File: src/rtl/fmult_seq_if.sv
// Operand, product and handshake bundle for the sequential FMULT.
// master drives START and the operands; slave returns products and status.
interface fmult_seq_if;
  logic        START;
  logic [15:0] A1, A2, B1, B2, B3, B4, B5, B6;
  logic [10:0] SR1, SR2, DQ1, DQ2, DQ3, DQ4, DQ5, DQ6;
  logic [15:0] WA1, WA2, WB1, WB2, WB3, WB4, WB5, WB6;
  logic        BUSY, DONE;

  modport master (
    output START,
    output A1, A2, B1, B2, B3, B4, B5, B6,
    output SR1, SR2, DQ1, DQ2, DQ3, DQ4, DQ5, DQ6,
    input  WA1, WA2, WB1, WB2, WB3, WB4, WB5, WB6,
    input  BUSY, DONE
  );

  modport slave (
    input  START,
    input  A1, A2, B1, B2, B3, B4, B5, B6,
    input  SR1, SR2, DQ1, DQ2, DQ3, DQ4, DQ5, DQ6,
    output WA1, WA2, WB1, WB2, WB3, WB4, WB5, WB6,
    output BUSY, DONE
  );
endinterface

File: src/rtl/fmult_seq.sv
// G.721/G.726 FMULT shared across the eight predictor taps.
// One product per cycle: WA1, WA2, WB1..WB6, then a one-cycle DONE.
module fmult_seq (
  input  logic        CLK,
  input  logic        RESET_N,
  fmult_seq_if.slave  bus
);
  localparam int NPROD = 8;

  localparam logic [1:0] IDLE = 2'd0;
  localparam logic [1:0] CALC = 2'd1;
  localparam logic [1:0] FIN  = 2'd2;

  logic [1:0]                  state;
  logic [2:0]                  idx;
  logic [NPROD-1:0][15:0]      coef;
  logic [NPROD-1:0][10:0]      flt;
  logic [NPROD-1:0][15:0]      w;
  logic                        busy;
  logic                        done;
  logic                        accept;
  logic [15:0]                 prod;

  function automatic logic [15:0] fmult(
    input logic [15:0] c,
    input logic [10:0] f
  );
    logic        cs;
    logic [14:0] neg;
    logic [12:0] cmag;
    logic [3:0]  cexp;
    logic [18:0] sh;
    logic [5:0]  cmant;
    logic        ws;
    logic [4:0]  wexp;
    logic [11:0] mp;
    logic [7:0]  wmant;
    logic [16:0] big;
    logic [14:0] wmag;
    cs   = c[15];
    neg  = 15'd16384 - {1'b0, c[15:2]};
    cmag = cs ? neg[12:0] : c[14:2];
    cexp = 4'd0;
    for (int i = 0; i < 13; i++)
      if (cmag[i]) cexp = 4'(i + 1);
    sh    = {cmag, 6'b0} >> cexp;
    cmant = (cmag == 13'd0) ? 6'd32 : sh[5:0];
    ws    = f[10] ^ cs;
    wexp  = {1'b0, f[9:6]} + {1'b0, cexp};
    mp    = {6'b0, f[5:0]} * {6'b0, cmant} + 12'd48;
    wmant = mp[11:4];
    big   = {2'b0, wmant, 7'b0};
    // Exponents past 26 wrap: shift left and keep the low 15 bits
    if (wexp > 5'd26)
      big = big << (wexp - 5'd26);
    else
      big = big >> (5'd26 - wexp);
    wmag = big[14:0];
    fmult = ws ? 16'd0 - {1'b0, wmag} : {1'b0, wmag};
  endfunction

  assign accept = bus.START && (state == IDLE || state == FIN);
  assign prod   = fmult(coef[idx], flt[idx]);

  assign bus.WA1  = w[0];
  assign bus.WA2  = w[1];
  assign bus.WB1  = w[2];
  assign bus.WB2  = w[3];
  assign bus.WB3  = w[4];
  assign bus.WB4  = w[5];
  assign bus.WB5  = w[6];
  assign bus.WB6  = w[7];
  assign bus.BUSY = busy;
  assign bus.DONE = done;

  always_ff @(posedge CLK or negedge RESET_N) begin
    if (!RESET_N) begin
      state <= IDLE;
      idx   <= 3'd0;
      coef  <= '0;
      flt   <= '0;
      w     <= '0;
      busy  <= 1'b0;
      done  <= 1'b0;
    end else begin
      if (accept) begin
        coef <= {bus.B6, bus.B5, bus.B4, bus.B3,
                 bus.B2, bus.B1, bus.A2, bus.A1};
        flt  <= {bus.DQ6, bus.DQ5, bus.DQ4, bus.DQ3,
                 bus.DQ2, bus.DQ1, bus.SR2, bus.SR1};
      end
      case (state)
        IDLE: begin
          done <= 1'b0;
          if (accept) begin
            idx   <= 3'd0;
            busy  <= 1'b1;
            state <= CALC;
          end
        end
        CALC: begin
          w[idx] <= prod;
          idx    <= idx + 3'd1;
          if (idx == 3'd7) begin
            state <= FIN;
            busy  <= 1'b0;
            done  <= 1'b1;
          end
        end
        FIN: begin
          done <= 1'b0;
          idx  <= 3'd0;
          if (accept) begin
            busy  <= 1'b1;
            state <= CALC;
          end else begin
            state <= IDLE;
          end
        end
        default: state <= IDLE;
      endcase
    end
  end
endmodule

File: src/flat_wrapper.sv
// flat-port wrapper written by rule: the top's interface ports become plain ports
module fmult_seq_flat 
  (CLK, RESET_N, bus_START, bus_A1, bus_A2, bus_B1, bus_B2, bus_B3, bus_B4, bus_B5, bus_B6, bus_SR1, bus_SR2, bus_DQ1, bus_DQ2, bus_DQ3, bus_DQ4, bus_DQ5, bus_DQ6, bus_WA1, bus_WA2, bus_WB1, bus_WB2, bus_WB3, bus_WB4, bus_WB5, bus_WB6, bus_BUSY, bus_DONE);
  fmult_seq_if bus_i ();
  input  logic CLK;
  input  logic RESET_N;
  input wire logic [$bits(bus_i.START)-1:0] bus_START;
  input wire logic [$bits(bus_i.A1)-1:0] bus_A1;
  input wire logic [$bits(bus_i.A2)-1:0] bus_A2;
  input wire logic [$bits(bus_i.B1)-1:0] bus_B1;
  input wire logic [$bits(bus_i.B2)-1:0] bus_B2;
  input wire logic [$bits(bus_i.B3)-1:0] bus_B3;
  input wire logic [$bits(bus_i.B4)-1:0] bus_B4;
  input wire logic [$bits(bus_i.B5)-1:0] bus_B5;
  input wire logic [$bits(bus_i.B6)-1:0] bus_B6;
  input wire logic [$bits(bus_i.SR1)-1:0] bus_SR1;
  input wire logic [$bits(bus_i.SR2)-1:0] bus_SR2;
  input wire logic [$bits(bus_i.DQ1)-1:0] bus_DQ1;
  input wire logic [$bits(bus_i.DQ2)-1:0] bus_DQ2;
  input wire logic [$bits(bus_i.DQ3)-1:0] bus_DQ3;
  input wire logic [$bits(bus_i.DQ4)-1:0] bus_DQ4;
  input wire logic [$bits(bus_i.DQ5)-1:0] bus_DQ5;
  input wire logic [$bits(bus_i.DQ6)-1:0] bus_DQ6;
  output wire logic [$bits(bus_i.WA1)-1:0] bus_WA1;
  output wire logic [$bits(bus_i.WA2)-1:0] bus_WA2;
  output wire logic [$bits(bus_i.WB1)-1:0] bus_WB1;
  output wire logic [$bits(bus_i.WB2)-1:0] bus_WB2;
  output wire logic [$bits(bus_i.WB3)-1:0] bus_WB3;
  output wire logic [$bits(bus_i.WB4)-1:0] bus_WB4;
  output wire logic [$bits(bus_i.WB5)-1:0] bus_WB5;
  output wire logic [$bits(bus_i.WB6)-1:0] bus_WB6;
  output wire logic [$bits(bus_i.BUSY)-1:0] bus_BUSY;
  output wire logic [$bits(bus_i.DONE)-1:0] bus_DONE;
  assign bus_i.START = bus_START;
  assign bus_i.A1 = bus_A1;
  assign bus_i.A2 = bus_A2;
  assign bus_i.B1 = bus_B1;
  assign bus_i.B2 = bus_B2;
  assign bus_i.B3 = bus_B3;
  assign bus_i.B4 = bus_B4;
  assign bus_i.B5 = bus_B5;
  assign bus_i.B6 = bus_B6;
  assign bus_i.SR1 = bus_SR1;
  assign bus_i.SR2 = bus_SR2;
  assign bus_i.DQ1 = bus_DQ1;
  assign bus_i.DQ2 = bus_DQ2;
  assign bus_i.DQ3 = bus_DQ3;
  assign bus_i.DQ4 = bus_DQ4;
  assign bus_i.DQ5 = bus_DQ5;
  assign bus_i.DQ6 = bus_DQ6;
  assign bus_WA1 = bus_i.WA1;
  assign bus_WA2 = bus_i.WA2;
  assign bus_WB1 = bus_i.WB1;
  assign bus_WB2 = bus_i.WB2;
  assign bus_WB3 = bus_i.WB3;
  assign bus_WB4 = bus_i.WB4;
  assign bus_WB5 = bus_i.WB5;
  assign bus_WB6 = bus_i.WB6;
  assign bus_BUSY = bus_i.BUSY;
  assign bus_DONE = bus_i.DONE;
  fmult_seq u_core (.CLK(CLK), .RESET_N(RESET_N), .bus(bus_i));
endmodule
File: config.mk
export PLATFORM = sky130hd
export DESIGN_NAME = fmult_seq_flat
export DESIGN_NICKNAME = d
export VERILOG_FILES = /design/src/rtl/fmult_seq_if.sv /design/src/rtl/fmult_seq.sv /design/src/flat_wrapper.sv
export SDC_FILE = /design/constraint.sdc
export NUM_CORES = 1
export LEC_CHECK = 0
export ABC_AREA = 0
export BUFFER_PORTS_ARGS = -buffer_cell sky130_fd_sc_hd__buf_2
export CORE_MARGIN = 2
export CORE_UTILIZATION = 45
export DETAILED_ROUTE_END_ITERATION = 8
export MAX_ROUTING_LAYER = met4
export PLACE_DENSITY = 0.75
export SLEW_MARGIN = 15
export SYNTH_ARGS = -nofsm -noshare
export SYNTH_HDL_FRONTEND = slang
export SYNTH_SLANG_ARGS = --single-unit
File: constraint.sdc
create_clock -name CLK -period 9.64 [get_ports CLK]
set_input_delay 1.928 -clock CLK [delete_from_list [all_inputs] [get_ports CLK]]
set_output_delay 1.928 -clock CLK [all_outputs]
set_load 0.01 [all_outputs]
==> results of run 1 <==
-- flip-flops by register name, indices dropped and copies added, names as in the netlist --
| signal | count |
|---|---|
| u_core.coef | 112 |
| u_core.bus.DONE | 1 |
| u_core.bus.WB4 | 16 |
| u_core.bus.WB6 | 16 |
| u_core.bus.WB1 | 16 |
| u_core.idx | 3 |
| u_core.bus.WB5 | 16 |
| u_core.bus.WA1 | 16 |
| u_core.bus.WB3 | 16 |
| u_core.bus.WA2 | 16 |
| u_core.bus.BUSY | 1 |
| u_core.state | 2 |
| u_core.flt | 88 |
| u_core.bus.WB2 | 16 |
-- layer usage --
metal / GRT usage (%) / up-vias / routed length (µm)
met5: - / - / 0
met4: 8.42 / 0 / 1460
met3: 6.07 / 95 / 3530
met2: 41.2 / 492 / 25400
met1: 33.4 / 7109 / 22200
li1: - / 6504 / -
-- layout make-up --
cell class	instances	area, µm²	share of cell area [%]
tap	525	657	2.86
clock buffer	50	1030	4.51
timing repair buffer	501	3060	13.3
clock inverter	16	189	0.823
sequential	335	8390	36.6
inverter	53	201	0.878
multi-input combinational	1046	9390	40.9
antenna	9	22.5	0.0981
-- path summary, 6_finish.rpt --
kind / from / endpoint / slack (ns) / depth (start not counted)
max reg2reg: u_core.idx[0] / u_core.bus.WB5[11] / 0.28 / 37
max in group asynchronous: RESET_N / u_core.idx[0] / 6.80 / 2
min in group asynchronous: RESET_N / u_core.coef[121] / 1.33 / 1
min reg2reg: u_core.bus.WB2[14] / u_core.bus.WB2[14] / 0.47 / 2
max: u_core.idx[0] / u_core.bus.WB5[11] / 0.28 / 37
min: u_core.bus.WB2[14] / u_core.bus.WB2[14] / 0.47 / 2
-- critical path, delay by kind of cell, from the launching register on --
kind            cells  cell delay, ns
compound gates     13            2.91
xor+xnor            1            0.12
fa+ha+maj           5            2.49
buf+inv            10            1.34
flops               1            0.50
mux                 3            1.15
simple gates        5            0.74
-- per-stage QoR --
stage	TNS [ns]	cell area, µm²	cells
after global routing	-1.88	23000	2535
after CTS	-0.0364	22500	2513
after floorplan	0	18000	1515
final	0	23000	2535
after detailed placement	-12.20	21200	2444
after global placement	-6.71	21200	2444
-- layout by cell type (no fill, tap or decap), types with 13 or more instances in the layout --
master     count
mux2_2       250
inv_1         49
dfrtp_1      332
o211ai_1      15
o21ai_0       91
o21ai_1       17
nand2_1      153
mux2i_1       32
nor3_1        21
mux4_2        37
nand3_1       29
clkbuf_16     37
xnor2_1       19
nor2_1        41
o31ai_1       13
buf_2        331
ha_1          32
buf_4        156
a21oi_1       26
fa_1          18
-- kinds of logic after synthesis --
family,count (synthesis)
flops,335
mux,333
simple gates,324
compound gates,300
buf+inv,134
fa+ha+maj,54
xor+xnor,35
-- timing repair --
| action | in CTS | in global routing |
|---|---|---|
| pin swaps | 3 | 22 |
| setup endpoints to repair | 92 | 120 |
| setup buffers | 3 | 13 |
| resized for setup | 15 | 94 |
==> results.ini, run 1 <==
[outcome]
status=completed

[place]
dp_hpwl_um=38400
pre_cts_slack_ns=-0.330
io_buffers=332
gp_congestion=0.903

[sta]
fmax_mhz=107
tightest_slew_ns=1.19
maxSlewViolCount=0
clock_skew_ns=0.0307
holdWs_ns=0.473
rsz0062_at_grt=yes
hold_violations=0
setup_slack_ns=0.277
slew_headroom_pct=20.7
post-route-period-util_pct=97.1
min_period_ns=9.36
setup-violations-final=0

[yosys]
synth_fa_ha_area_share_pct=4.56
synth_common_cells=335 x dfrtp_1, 251 x mux2_2, 155 x nand2_1, 111 x o21ai_0, 55 x clkbuf_1
yosysWarningCount=0
muxShareOfSynthArea_pct=23.8
ys_ff_latch=335
synth_largest_area_cell=dfrtp_1
syn_nets=1788
synth-xor-area-share_pct=1.71
syn_inst=1515
synth.distinct_cells=99
ys.flop_type=dfrtp_1
async_flop_share_pct=100
syn_area_per_cell_um2=11.9
synthSimpleGateAreaFrac_pct=8.38
synth_compound_area_share_pct=11.6
synth_edf_count=0
synth_top_area_share_pct=46.7
synth_top_family_by_area=multiplexers
seq_area_frac_synth_pct=46.7
netlist_area_um2=18000
yosysMostFrequentCell=dfrtp_1
ys_top_cells_by_area=dfrtp_1 47%, mux2_2 16%, mux4_2 4.1%

[global_routing]
grt_use_total_pct=26.1
grt_first_pass_wirelength_um=81800
grt_overflow_total=0
grt_pass1_vias=14600
antenna_found_initial=9
grt_max_degree=196

[floorplan]
start_util_pct=45.4
die_height_um=204
rows=73
core-area_um2=39500
die-area_um2=41500
io_pins=349
fp.dieW_um=204

[routing]
wl_um=52600
drc_errors=0
drt_iter0_markers=985
viasPerCell=5.60
routedWlPerCell_um=20.8
num_vias=14200
ant_nets=0
dr.pass1.iters=5

[cts]
cts_made_buffers=36
postCtsHoldBufs=0
clock_path_buffers=3
cts-root-buf=clkbuf_16
insertion_delay_ns=0.55
clkTransAtPathRegs_ns=0.06
cts.sinks=335
cts_tree=yes
htree_levels=2

[worst_setup_path]
cp-start-kind=register
slowest_delay_ns=0.58
critPathCaptureType=register
arrival_ns=9.79
required_ns=10.06
crit_slowest_cell=fa_1
crit_top_cell=buf_4
worstSetupPathType=register to register
cp_max_fo=8

[layout]
area.growth.synth_to_final_pct=27.8
fin_util_pct=58.0
drive_gt1_share_pct=47.5
nFillCells=3190
nets=2246

[hold_path]
min_path_type=register to register

[run]
cap_violations=0

Power of run 1 is left out: the tool's default activity adds up to more than one toggle a clock period on the data nets, which glitch-free logic cannot reach.
==> inputs of run 2 (changes only) <==
--- a/config.mk
+++ b/config.mk
@@ -10,8 +10,9 @@
 export CORE_MARGIN = 2
 export CORE_UTILIZATION = 45
 export DETAILED_ROUTE_END_ITERATION = 8
+export GPL_TIMING_DRIVEN = 0
 export MAX_ROUTING_LAYER = met4
-export PLACE_DENSITY = 0.75
+export PLACE_DENSITY = 0.79
 export SLEW_MARGIN = 15
 export SYNTH_ARGS = -nofsm -noshare
 export SYNTH_HDL_FRONTEND = slang
==> results.ini, run 2 (same netlist as run 1, synthesis figures left out) <==
[outcome]
status=completed

[run]
cap_violations=0

[worst_setup_path]
cp_max_fo=10
crit_top_cell=buf_4
critPathCaptureType=register
cp-start-kind=register
worstSetupPathType=register to register
slowest_delay_ns=0.60
arrival_ns=10.05
crit_slowest_cell=mux4_1
required_ns=10.06

[global_routing]
grt_overflow_total=0
grt_max_degree=99
grt_use_total_pct=27.1
antenna_found_initial=13
grt_first_pass_wirelength_um=84400
grt_pass1_vias=15000

[sta]
slew_headroom_pct=36.8
setup-violations-final=0
hold_violations=0
tightest_slew_ns=0.948
fmax_mhz=104
rsz0062_at_grt=yes
setup_tns_ns=0
post-route-period-util_pct=99.8
min_period_ns=9.63
clock_skew_ns=0.0261
maxSlewViolCount=0

[floorplan]
rows=73
die-area_um2=41500
io_pins=349
start_util_pct=45.4
core-area_um2=39500
fp.dieW_um=204
die_height_um=204

[layout]
drive_gt1_share_pct=47.0
nFillCells=3113
finish.instance_area_um2=23100
nets=2244
largest_reg_flops=112
final_cell_mix=339 x buf_2, 334 x dfrtp_1, 250 x mux2_2
layout_commonest_cell=buf_2
area.growth.synth_to_final_pct=28.5
reg_top3=u_core.coef: 112 flops, u_core.flt: 88 flops
top_register=u_core.coef

[cts]
cts_tree=yes
cts_made_buffers=36
cts.sinks=335
insertion_delay_ns=0.56
htree_levels=2
clock_path_buffers=3
cts-root-buf=clkbuf_16
clkTransAtPathRegs_ns=0.07

[routing]
routedWlPerCell_um=21.9
num_vias=14800
dr.pass1.iters=8
drt_iter0_markers=1168
viasPerCell=5.82
wl_um=55600
ant_nets=0
drc_errors=0

[hold_path]
min_path_type=register to register

[place]
gp_congestion=0.937
io_buffers=332
placed_area_um2=20400
dp_hpwl_um=40100

## run 2: metal layers
| metal | vias up | wire length (µm) | global-route usage, % |
|---|---|---|---|
| li1 | 6511 | - | - |
| met2 | 704 | 26800 | 43.1 |
| met5 | - | 0 | - |
| met3 | 167 | 3990 | 5.40 |
| met1 | 7371 | 22400 | 34.0 |
| met4 | 0 | 2400 | 11.0 |
## run 2: through the flow
step,hold WS (ns),worst slack (ns),utilization (%),cells
after global routing,0.494,-0.297,58.3,2534
after detailed placement,0.462,-1.80,51.5,2375
after CTS,0.476,0.000322,56.0,2463
after global placement,0.457,-1.71,51.3,2372
after floorplan,0.472,0.331,-,1515
final,0.473,0.0147,58.3,2535
## run 2: path summary, 6_finish.rpt
check	start	endpoint	slack [ns]	depth (start not counted)
max reg2reg	u_core.idx[0]	u_core.bus.WB2[12]	0.01	42
min in group asynchronous	RESET_N	u_core.coef[120]	1.35	1
min	u_core.bus.WB1[2]	u_core.bus.WB1[2]	0.47	2
min reg2reg	u_core.bus.WB1[2]	u_core.bus.WB1[2]	0.47	2
max in group asynchronous	RESET_N	u_core.flt[47]	7.07	3
max	u_core.idx[0]	u_core.bus.WB2[12]	0.01	42
## run 2: timing repair
action,CTS,global route
cloned,0,1
endpoints found under the setup margin,128,120
hold buffers,0,0
buffers inserted,29,58
pin swaps,19,56
resized for setup,77,145
endpoints found under the hold margin,0,0
## run 2: worst max-delay path: cells and delay by family, from the launching register on
family	cells	cell delay, ns
compound gates	14	3.48
xor+xnor	1	0.17
fa+ha+maj	7	2.24
buf+inv	13	1.50
flops	1	0.45
mux	2	0.90
simple gates	5	0.69
## run 2: area by class of cell
type | count | area (µm²) | share of cell area, %
Antenna cell | 15 | 37.5 | 0.163
Buffer | 76 | 399 | 1.73
Clock buffer | 50 | 1030 | 4.48
Clock inverter | 12 | 110 | 0.477
Inverter | 53 | 214 | 0.928
Multi-Input combinational cell | 1046 | 9780 | 42.4
Sequential cell | 335 | 8380 | 36.3
Tap cell | 525 | 657 | 2.85
Timing Repair Buffer | 423 | 2450 | 10.6
Power of run 2 is left out for the same reason.
